===== config.mk =====
export PLATFORM = sky130hd
export DESIGN_NAME = pipe_stage_reg
export DESIGN_NICKNAME = d
export VERILOG_FILES = /design/src/rtl/pipe_pkg.sv /design/src/rtl/sat_counter.sv /design/src/rtl/pipe_stage_reg.sv
export SDC_FILE = /design/constraint.sdc
export NUM_CORES = 1
export LEC_CHECK = 0
export ABC_AREA = 1
export BUFFER_PORTS_ARGS = -buffer_cell sky130_fd_sc_hd__clkbuf_2
export CAP_MARGIN = 10
export CORE_MARGIN = 2
export CORE_UTILIZATION = 49
export DETAILED_ROUTE_END_ITERATION = 8
export PLACE_DENSITY = 0.76
export SYNTH_ARGS = -nofsm -noshare
export SYNTH_HDL_FRONTEND = slang
export SYNTH_SLANG_ARGS = --single-unit
export TNS_END_PERCENT = 30

===== constraint.sdc =====
create_clock -name clk_i -period 4.1 [get_ports clk_i]
set_input_delay 0.82 -clock clk_i [delete_from_list [all_inputs] [get_ports clk_i]]
set_output_delay 0.82 -clock clk_i [all_outputs]
set_load 0.03 [all_outputs]

===== src/rtl/pipe_pkg.sv =====
// Shared types and default sizing for the pipeline stage register.
package pipe_pkg;

  // Default payload, control-bundle and performance-counter widths.
  localparam int DEF_WIDTH  = 32;
  localparam int DEF_CTRL_W = 12;
  localparam int DEF_CNT_W  = 16;

  // Occupancy of the two-entry skid buffer.
  typedef enum logic [1:0] {
    EMPTY = 2'd0,  // nothing held
    HALF  = 2'd1,  // main entry holds the outgoing instruction
    FULL  = 2'd2   // main and skid entries both hold instructions
  } pipe_state_e;

endpackage


===== src/rtl/sat_counter.sv =====
// Saturating up-counter used for the stage's performance counters.
module sat_counter
  import pipe_pkg::*;
#(
  parameter int CNT_W = DEF_CNT_W
) (
  input  logic             clk_i,
  input  logic             reset_i,
  input  logic             inc_i,
  output logic [CNT_W-1:0] count_o
);

  logic [CNT_W-1:0] count_q;

  // Count up on inc_i, holding at the all-ones ceiling instead of wrapping.
  always_ff @(posedge clk_i or posedge reset_i) begin
    if (reset_i) begin
      count_q <= '0;
    end else if (inc_i && (count_q != '1)) begin
      count_q <= count_q + CNT_W'(1);
    end
  end

  assign count_o = count_q;

endmodule


===== src/rtl/pipe_stage_reg.sv =====
// Pipeline stage register built as a two-entry skid buffer. ready_o is decoded
// from the registered state only, so the upstream ready path is fully timed
// from a flop. Also counts stall and bubble cycles for performance analysis.
module pipe_stage_reg
  import pipe_pkg::*;
#(
  parameter int WIDTH  = DEF_WIDTH,
  parameter int CTRL_W = DEF_CTRL_W,
  parameter int CNT_W  = DEF_CNT_W
) (
  input  logic              clk_i,
  input  logic              reset_i,
  // upstream side
  input  logic              valid_i,
  output logic              ready_o,
  input  logic [WIDTH-1:0]  data_i,
  input  logic [CTRL_W-1:0] ctrl_i,
  input  logic              flush_i,
  // downstream side
  output logic              valid_o,
  input  logic              ready_i,
  output logic [WIDTH-1:0]  data_o,
  output logic [CTRL_W-1:0] ctrl_o,
  // performance counters
  output logic [CNT_W-1:0]  stall_cnt_o,
  output logic [CNT_W-1:0]  bubble_cnt_o
);

  pipe_state_e       state_q, state_d;

  logic [WIDTH-1:0]  main_data_q, skid_data_q;
  logic [CTRL_W-1:0] main_ctrl_q, skid_ctrl_q;

  logic              in_xfer, out_xfer;
  logic              load_main_in, load_main_skid, load_skid;

  assign in_xfer  = valid_i & ready_o;
  assign out_xfer = valid_o & ready_i;

  // State register.
  // NOTE: sequential state uses non-blocking assignments so every flop samples
  // pre-edge values regardless of the order in which always blocks execute.
  always_ff @(posedge clk_i or posedge reset_i) begin
    if (reset_i) begin
      state_q <= EMPTY;
    end else begin
      state_q <= state_d;
    end
  end

  // Next-state logic: flush empties the buffer, otherwise track occupancy.
  // NOTE: state_d is defaulted before the case so no path leaves it unassigned,
  // which would otherwise infer a latch.
  always_comb begin
    state_d = state_q;
    if (flush_i) begin
      state_d = EMPTY;
    end else begin
      unique case (state_q)
        EMPTY: if (in_xfer) state_d = HALF;
        HALF: begin
          if (in_xfer && !out_xfer) begin
            state_d = FULL;
          end else if (!in_xfer && out_xfer) begin
            state_d = EMPTY;
          end
        end
        FULL: if (out_xfer) state_d = HALF;
        default: state_d = EMPTY;
      endcase
    end
  end

  // Output decode from registered state; a bubble never carries control bits.
  always_comb begin
    ready_o = (state_q != FULL);
    valid_o = (state_q != EMPTY);
    ctrl_o  = (state_q != EMPTY) ? main_ctrl_q : '0;
  end

  assign data_o = main_data_q;

  // Entry steering: decide which entry loads what this cycle. A flush drops
  // any incoming instruction and leaves the now-invalid entries untouched.
  always_comb begin
    load_main_in   = 1'b0;
    load_main_skid = 1'b0;
    load_skid      = 1'b0;
    if (!flush_i) begin
      unique case (state_q)
        EMPTY: load_main_in = in_xfer;
        HALF: begin
          load_main_in = in_xfer & out_xfer;
          load_skid    = in_xfer & ~out_xfer;
        end
        FULL:    load_main_skid = out_xfer;
        default: ;
      endcase
    end
  end

  // Main entry: takes new data directly or the older item from the skid.
  // NOTE: payload registers are reset here because data_o must read zero
  // during reset; pure storage without that need could skip the reset.
  always_ff @(posedge clk_i or posedge reset_i) begin
    if (reset_i) begin
      main_data_q <= '0;
      main_ctrl_q <= '0;
    end else if (load_main_in) begin
      main_data_q <= data_i;
      main_ctrl_q <= ctrl_i;
    end else if (load_main_skid) begin
      main_data_q <= skid_data_q;
      main_ctrl_q <= skid_ctrl_q;
    end
  end

  // Skid entry: catches the instruction accepted while downstream stalls.
  always_ff @(posedge clk_i or posedge reset_i) begin
    if (reset_i) begin
      skid_data_q <= '0;
      skid_ctrl_q <= '0;
    end else if (load_skid) begin
      skid_data_q <= data_i;
      skid_ctrl_q <= ctrl_i;
    end
  end

  // Stall: holding a valid instruction that downstream refuses.
  sat_counter #(.CNT_W(CNT_W)) u_stall_cnt (
    .clk_i   (clk_i),
    .reset_i (reset_i),
    .inc_i   (valid_o & ~ready_i),
    .count_o (stall_cnt_o)
  );

  // Bubble: downstream ready but nothing to offer.
  sat_counter #(.CNT_W(CNT_W)) u_bubble_cnt (
    .clk_i   (clk_i),
    .reset_i (reset_i),
    .inc_i   (~valid_o & ready_i),
    .count_o (bubble_cnt_o)
  );

endmodule


; Yosys cells after proc, flatten, opt, wreduce, memory -nomap -nowiden
; Cells that the tools add are included.
; W data, S select, Z words.
[word_totals]
input_bits = 49
ff_bits = 122
[classes]
n_reduce_logical = 10
bitwise_logic = 9
addsub = 2
muxes = 17
n_eq_ne = 8
[ops]
columns = operator, n
row1 = $mux W32, 2
row2 = $mux W12, 3
row3 = $add A16 B1 Y16 const B, 2
row4 = $ne A16 B16 Y1 const B, 2
row5 = $mux W2, 5
row6 = $and A1 B1 Y1, 6
row7 = $ne A3 B3 Y1 const B, 2
row8 = $pmux W2 S3, 1
row9 = $mux W1, 5
row10 = $logic_and A1 B1 Y1, 4
row11 = $ne A4 B4 Y1 const B, 1
row12 = $reduce_bool A2 Y1, 2
row13 = $not A1 Y1, 3
row14 = $reduce_and A3 Y1, 1
row15 = $eq A2 B1 Y1 const B, 1
row16 = $eq A2 B2 Y1 const B, 1
row17 = $logic_not A1 Y1, 2
row18 = $logic_not A2 Y1, 1
row19 = $ne A2 B2 Y1 const B, 1
row20 = $pmux W1 S2, 1

; Longest topological paths before layout
; Gate-level depths: netlist of run 1.
[logic_depth]
word_depth = 8
mapped_depth = 9
depth_no_buf = 8

; Hierarchy
; From an unflattened synthesis of run 1, not the netlist that was laid out.
[unflattened]
cells_unflattened = 737
area_unflattened_um2 = 6114.6
[modules_own_cells]
columns = module, cells_per_inst, instances, seq_area_each_um2, area_per_inst_um2
row1 = pipe_stage_reg, 437, 1, 2252.2, 3975.1
row2 = sat_counter, 150, 2, 400.4, 1069.8

; Worst setup path after synthesis of run 1
; Ideal clock, no wire load.
[synth_timing]
path_kind = flip-flop to output port
from = register state_q[0]
to = output ctrl_o[10]
t_required_ns = 3.280
arrival_ns = 1.136
n_path_buf = 1
path_stages_with_launch = 4
setup_slack_ns = 2.144
path_cell_list = dfrtp_1 > nor2_2 > clkbuf_1 > nor2_1
[synth_via]
elab_chain_len = 2
[synth_rtl]
columns = element, line_no
row1 = from (decl), pipe_stage_reg.sv:29  ; pipe_state_e state_q, state_d;
row2 = from (signal assigned), pipe_stage_reg.sv:47  ; state_q <= state_d;
row3 = $reduce_bool A2 Y1, pipe_stage_reg.sv:78  ; ctrl_o = (state_q != EMPTY) ? main_ctrl_q : '0;
row4 = $mux W12, pipe_stage_reg.sv:78
row5 = to (decl), pipe_stage_reg.sv:23  ; output logic [CTRL_W-1:0] ctrl_o,
; Every way passes these cells.

; Final worst setup path of run 1
[layout_timing]
from = register state_q[0]
to = output valid_o
[layout_via]
elab_chain_len = 1
[layout_rtl]
columns = element, line_no
row1 = $reduce_bool A2 Y1, pipe_stage_reg.sv:77  ; valid_o = (state_q != EMPTY);
row2 = to (decl), pipe_stage_reg.sv:20  ; output logic valid_o,
; Every way passes these cells.

==> metrics.md, run 1 <==
| Metric | Value |
|---|---|
| Run status | `finished, final reports clean` |
| Max Cap Viol | `0` |
| Core area | `about 0.012 sq mm` |
| # resized after CTS | `0` |
| Least-Margin Pin Slew | `1.02 ns` |
| Setup TNS | `0 ns` |
| WL/cell | `13.0 um` |
| CP Max Fanout | `15` |
| CP Launch Point | `state_q[0]$_DFFE_PP0P_` |
| Worst R2R Start | `state_q[1]$_DFFE_PP0P_` |
| Startpoint Class | `flop` |
| Post-DRT Antenna Nets | `0` |
| Htree depth | `4` |
| CP endpoint kind | `output port` |
| Layout cells sized above 1 | `21.9%` |
| Initial Util | `between 40% and 50%` |
| Crit path kind | `reg -> out` |
| Cell row count | `40` |
| Leak pwr | `0.00369 uW` |
| Detailed Route Iter0 Violations | `296` |
| Max Slew Vio Count | `0` |
| Syn_area_per_cell | `between 8 and 9 sq um` |
| Worst hold path class | `reg -> reg` |
| Final hold violation count | `0` |
| Most common cell after layout, fill and taps aside | `nand2_1` |
| Pwr per Cell Area | `~550 mW/mm^2` |
| Hold Buf Count CTS | `0` |
| Mapped Cells | `about 720` |
| Placed Cells | `roughly 970` |
| Post-CTS setup buffer count | `0` |
| Total grt overflow | `0` |
| Largest net degree at the start of global routing | `90` |
| Synth warn | `0` |
| Synth cell types | `24` |
| Fin crit period | `roughly 2.7 ns` |
| Die span in x | `114 um` |
| First-pass GRT wire length | `between 20000 and 25000 um` |
| Clock Sinks | `about 120` |
| Tot GR Track Use | `about a fifth` |
| Clock root cell | `clkbuf_16` |
| Final setup fails | `0` |
| Die Y | `between 100 and 150 um` |
| WP data required | `approximately 3.3 ns` |
| Commonest cells after routing, fill and taps aside | `nand2_1 (202), clkbuf_2 (126), dfrtp_1 (122), nor2_1 (92), inv_1 (81)` |
| Skew-Pair Late Insertion Delay | `slightly above 0.4 ns` |
| Dpl hpwl | `roughly 8300 um` |
| Clock Skew | `about 0.0058 ns` |
| Routability congestion estimate | `approximately 0.82` |
| VDD IR-drop max | `between 0.3 and 0.4 mV` |
| Total power | `between 3000 and 4000 uW` |
| Register area share after synthesis | `about 52%` |
| Clock transition at path regs | `0.05 ns` |
| Final period util | `~66%` |
| Total die area | `roughly 0.013 sq mm` |
| Syn_nets | `roughly 770` |
| Antenna cells | `0` |
| Synthesis-stage register bit count | `122` |
| Drt pass-1 iters | `4` |
| # port buffers | `around 130` |
| Ports | `around 130` |
| CTS tree | `yes` |
| Total CTS buffers | `17` |
| WP data arrival | `between 1.5 and 2 ns` |
| Initial antenna violation count | `0` |
| Worst Hold Launch | `skid_ctrl_q[0]$_DFFE_PP0P_` |
| Nets@finish | `slightly below 900` |
| DRC | `0` |
| RSZ-0062 raised after global routing | `false` |
| CTS Buffer Depth | `2` |
| Hold_ws | `0.506 ns` |
| Synthesized area | `roughly 0.0059 sq mm` |
| Via count | `approximately 5000` |
| Fmax achieved | `368 MHz` |
| WL final | `12900 um` |
| Layout area overhead | `22.3%` |
| Vias per cell | `between 5 and 6` |
| Layout Cells excl Fill | `997` |
| Vias in the first global route | `roughly 4600` |
| Rel. slew slack | `approximately a third` |
-- metal layers --
layer	part of all wire, %	track usage (%)	vias to the layer above	wire (um)
met5	0	0	-	0
met4	1.1	7.40	0	137
met3	5.5	5.42	12	709
met2	46	33.4	128	5950
met1	47	27.4	2327	6140
li1	-	-	2545	-
-- state kept, by name, indices dropped and copies added (netlist names) --
register	count
data_o	32
main_ctrl_q	12
skid_ctrl_q	12
skid_data_q	32
state_q	2
u_bubble_cnt.count_o	16
u_stall_cnt.count_o	16
-- report_power, final --
| part | internal [uW] | total (uW) | switching [uW] |
|---|---|---|---|
| combinational | 277 | 860 | 583 |
| clock | 1010 | 1520 | 509 |
| sequential | 1460 | 1600 | 136 |
| total | 2750 | 3980 | 1230 |
-- area by class of cell --
cell class	count	area, sq um
Timing Repair Buffer	128	671
Tap cell	147	184
Inverter	86	330
Multi-Input combinational cell	483	2350
Fill cell	1025	4670
Clock inverter	7	114
Sequential cell	122	3050
Clock buffer	24	492
-- kinds of logic after synthesis --
kind of cell    Yosys count  share of synthesized area, %
simple gates            359                          24.9
flops                   122                          51.9
buf+inv                 116                          8.43
compound gates          108                          12.3
xor+xnor                 14                          2.09
fa+ha+maj                 2                         0.425
-- path summary, 6_finish.rpt --
check | endpoint | depth (start not counted) | slack, ns
max in group asynchronous | data_o[16]$_DFFE_PP0P_ | 3 | 2.70
setup reg to reg | data_o[20]$_DFFE_PP0P_ | 5 | 1.48
min in group asynchronous | u_stall_cnt.count_o[10]$_DFFE_PP0P_ | 2 | 0.66
setup / recovery | valid_o | 3 | 1.38
hold reg to reg | skid_ctrl_q[0]$_DFFE_PP0P_ | 2 | 0.51
hold / removal | skid_ctrl_q[0]$_DFFE_PP0P_ | 2 | 0.51
-- stage by stage --
step | utilization, % | area [sq um] | setup slack, ns
final | 60.6 | 7190 | 1.38
after global routing | 60.6 | 7190 | 1.17
after CTS | 60.6 | 7190 | 1.31
after detailed placement | 55.5 | 6590 | 0.988
after global placement | 55.5 | 6590 | 1.04
after floorplan | - | 5880 | 0.0375
-- worst max-delay path: stages (launching register included) --
cell and delay [ns]:
dfrtp_1 0.46, nor2_2 0.59, inv_1 0.21, clkbuf_2 0.23
-- cell usage after synthesis --
cell type,number,area [sq um]
nand2_1,202,758
dfrtp_1,122,3050
nor2_1,92,345
inv_1,82,308
nand3_1,45,225
a21oi_1,36,180
o211ai_1,36,270
clkbuf_1,16,60.1
o21ai_0,12,60.1
xnor2_1,12,105
a21oi_2,9,78.8
o221ai_1,9,78.8
buf_2,8,40.0
nand4_1,8,50.1
buf_6,6,67.6
nand2_2,6,37.5
nor2_2,4,25.0
o21ai_1,4,20.0
ha_1,2,25.0
inv_2,2,7.51
inv_4,2,12.5
nor2_4,2,22.5
o21ai_4,2,32.5
xor2_1,2,17.5
Note: power is estimated with default switching activity, not from simulation.
==> run 2: changes to the inputs <==
--- a/config.mk
+++ b/config.mk
@@ -9,9 +9,9 @@
 export BUFFER_PORTS_ARGS = -buffer_cell sky130_fd_sc_hd__clkbuf_2
 export CAP_MARGIN = 10
 export CORE_MARGIN = 2
-export CORE_UTILIZATION = 49
+export CORE_UTILIZATION = 55
 export DETAILED_ROUTE_END_ITERATION = 8
-export PLACE_DENSITY = 0.76
+export PLACE_DENSITY = 0.81
 export SYNTH_ARGS = -nofsm -noshare
 export SYNTH_HDL_FRONTEND = slang
 export SYNTH_SLANG_ARGS = --single-unit
==> constraint.sdc (replaced) <==
create_clock -name clk_i -period 2.6 [get_ports clk_i]
set_input_delay 0.52 -clock clk_i [delete_from_list [all_inputs] [get_ports clk_i]]
set_output_delay 0.52 -clock clk_i [all_outputs]
set_load 0.03 [all_outputs]
==> run 2 against run 1 <==
Compared with the run above: cell count is 0.30% lower; first-iteration DRC count is 38% higher; setup slack got worse by 0.97 ns; largest cell class unchanged; register-to-register slack got worse by 0.87 ns; global-route usage increased by 4.8 points.
==> metrics.md, run 2 (synthesized netlist as in run 1, its figures left out) <==
| Metric | Value |
|---|---|
| DRC | `0 (unchanged)` |
| Vias per cell | `5.32 (+5.9%)` |
| Antenna cells | `0 (unchanged)` |
| Vias in the first global route | `4913 (+8.0%)` |
| Max stage delay on crit path | `0.48 ns (-0.11 ns)` |
| Fin crit period | `~2.2 ns` |
| Worst-path cell with the longest stage delay | `dfrtp_1` |
| Pwr per Cell Area | `853 mW/mm^2 (+54%)` |
| Total die area | `0.0115 sq mm (-11%)` |
| Initial Util | `56.7% (+7.1 points)` |
| CTS tree | `yes` |
| Rel. slew slack | `58.3% (+26 points)` |
| Die Y | `107 um (-5.4%)` |
| Buf/Inv on CP | `2 (unchanged)` |
| Via count | `5292 (+5.6%)` |
| Ports | `127 (unchanged)` |
| CTS Buffer Depth | `2 (unchanged)` |
| # port buffers | `126 (unchanged)` |
| Max Cap Viol | `0 (unchanged)` |
| Comb power frac | `22.7% (+1.1 points)` |
| VDD IR-drop max | `0.571 mV (+55%)` |
| Startpoint Class | `flop` |
| Layout area overhead | `22.9%` |
| Most common cell after layout, fill and taps aside | `nand2_1` |
| Core area | `0.0104 sq mm (-13%)` |
| WL/cell | `14.3 um (+10%)` |
| Drt pass-1 iters | `6 (+2)` |
| Tot GR Track Use | `25.6% (+4.8 points)` |
| Cell family with most CP delay | `flip-flops` |
| Commonest cells after routing, fill and taps aside | `nand2_1 (202), clkbuf_2 (126), dfrtp_1 (122), nor2_1 (92), inv_1 (81)` |
| Htree depth | `4 (unchanged)` |
| Run status | `finished, final reports clean` |
| Initial antenna violation count | `0 (unchanged)` |
| Least-Margin Pin Slew | `0.624 ns (-0.392 ns)` |
| Post-route worst setup slack | `0.412 ns (-0.972 ns)` |
| RSZ-0062 raised after global routing | `false` |
| Cell row count | `37 (-7.5%)` |
| Final setup fails | `0 (unchanged)` |
| WP data required | `2.08 ns (-1.20 ns)` |
| WL final | `14200 um (+9.7%)` |
| Max Slew Vio Count | `0 (unchanged)` |
| Detailed Route Iter0 Violations | `407 (+38%)` |
| CP endpoint kind | `output port` |
| WP data arrival | `1.67 ns (-0.23 ns)` |
| Total grt overflow | `0 (unchanged)` |
| Total CTS buffers | `17 (unchanged)` |
| Clock root cell | `clkbuf_8` |
| Net Switching | `2020 uW (+65%)` |
| Worst hold path class | `in -> async` |
| Reg power frac | `41.0% (+0.9 points)` |
| Clock power frac | `36.3% (-2.0 points)` |
| Dpl hpwl | `9500 um (+14%)` |
| Routability congestion estimate | `0.828 (+0.53%)` |
| Final period util | `approximately 84%` |
| CP Max Fanout | `13 (-2)` |
| Crit path cell chain | `nor2_2 -> buf_4 -> nor2_1 -> clkbuf_2` |
| Leak pwr | `0.00370 uW (+0.14%)` |
| Final hold violation count | `0 (unchanged)` |
| Post-CTS setup buffer count | `0 (unchanged)` |
| Layout cells sized above 1 | `22.8% (+0.96 points)` |
| Sw frac | `32.8% (+1.9 points)` |
| Post-DRT Antenna Nets | `0 (unchanged)` |
| Clock Sinks | `122 (unchanged)` |
| Fmax achieved | `roughly 460 MHz` |
| # resized after CTS | `0 (unchanged)` |
| Int Pwr | `4140 uW (+50%)` |
| Clock transition at path regs | `0.06 ns (about the same)` |
| Nets@finish | `896 (+0.79%)` |
| First-pass GRT wire length | `23100 um (+7.8%)` |
| Die span in x | `107 um (-5.4%)` |
| Skew-Pair Late Insertion Delay | `0.52 ns (+0.11 ns)` |
| Setup TNS | `0 ns (unchanged)` |
| Crit path kind | `reg -> out` |
| Hold Buf Count CTS | `0 (unchanged)` |
| Largest net degree at the start of global routing | `81 (-10%)` |
| Place WS | `0.672 ns (-0.315 ns)` |
| Clock Skew | `0.00812 ns (+0.00237 ns)` |
[run 2: changes by cell type in the layout (fill, tap and decap cells not counted), moves of 2 or more]
| cell | change |
|---|---|
| clkbuf_1 | -3 |
| buf_4 | +4 |
| clkinv_4 | +3 |
| buf_12 | +3 |
| clkinvlp_4 | +5 |
| clkbuf_8 | -2 |
[run 2: path summary, 6_finish.rpt]
kind                                                          from                            endpoint  slack (ns)  depth (start not counted)
worst min-delay path                                       reset_i  u_stall_cnt.count_o[1]$_DFFE_PP0P_        0.07                          2
max in group asynchronous                                  reset_i              data_o[21]$_DFFE_PP0P_        1.81                          3
worst max register to register  u_stall_cnt.count_o[1]$_DFFE_PP0P_  u_stall_cnt.count_o[8]$_DFFE_PP0P_        0.61                          8
worst max-delay path                        state_q[0]$_DFFE_PP0P_                           ctrl_o[0]        0.41                          4
worst min register to register          skid_ctrl_q[3]$_DFFE_PP0P_          skid_ctrl_q[3]$_DFFE_PP0P_        0.51                          2
min in group clk_i                                       ctrl_i[8]          main_ctrl_q[8]$_DFFE_PP0P_        0.24                          3
[run 2: worst register-to-register path, stage by stage (launching register included)]
cell and delay, ns:
dfrtp_1 0.42, ha_1 0.26, inv_1 0.10, nor2_4 0.16, nand2_2 0.12, o21ai_4 0.46, inv_4 0.18, nand2_1 0.13
nand2_1 0.06
[run 2: through the flow]
step	instance area [sq um]	hold WS (ns)	total power (uW)	std cells	util, %
2_1_floorplan	5880	0.480	3520	721	-
3_3_place_gp	6650	0.493	3870	962	64.2
3_5_place_dp	6650	0.502	3950	962	64.2
4_1_cts	7230	0.0763	6190	994	69.7
5_1_grt	7230	0.103	6470	994	69.7
6_report	7230	0.0681	6160	994	69.7
[run 2: power by group through the flow]
stage | combinational [uW] | sequential, uW | clock (uW)
after floorplan | 708 | 2810 | 0
final | 1400 | 2530 | 2240
after CTS | 1410 | 2530 | 2260
after global placement | 1350 | 2530 | 0
after detailed placement | 1390 | 2550 | 0
after global routing | 1530 | 2570 | 2370
[run 2: final cells by class]
| class | count | area (sq um) |
|---|---|---|
| Clock buffer | 18 | 428 |
| Inverter | 86 | 332 |
| Multi-Input combinational cell | 483 | 2340 |
| Timing Repair Buffer | 135 | 761 |
| Tap cell | 136 | 170 |
| Fill cell | 829 | 3140 |
| Sequential cell | 122 | 3050 |
| Clock inverter | 14 | 149 |
[run 2: layer usage]
layer	vias to the layer above	part of all wire [%]	global-route usage (%)
li1	2554	-	-
met1	2510	42	33.9
met2	194	49	40.7
met3	34	5.9	4.48
met4	0	2.8	12.7
met5	-	0	0
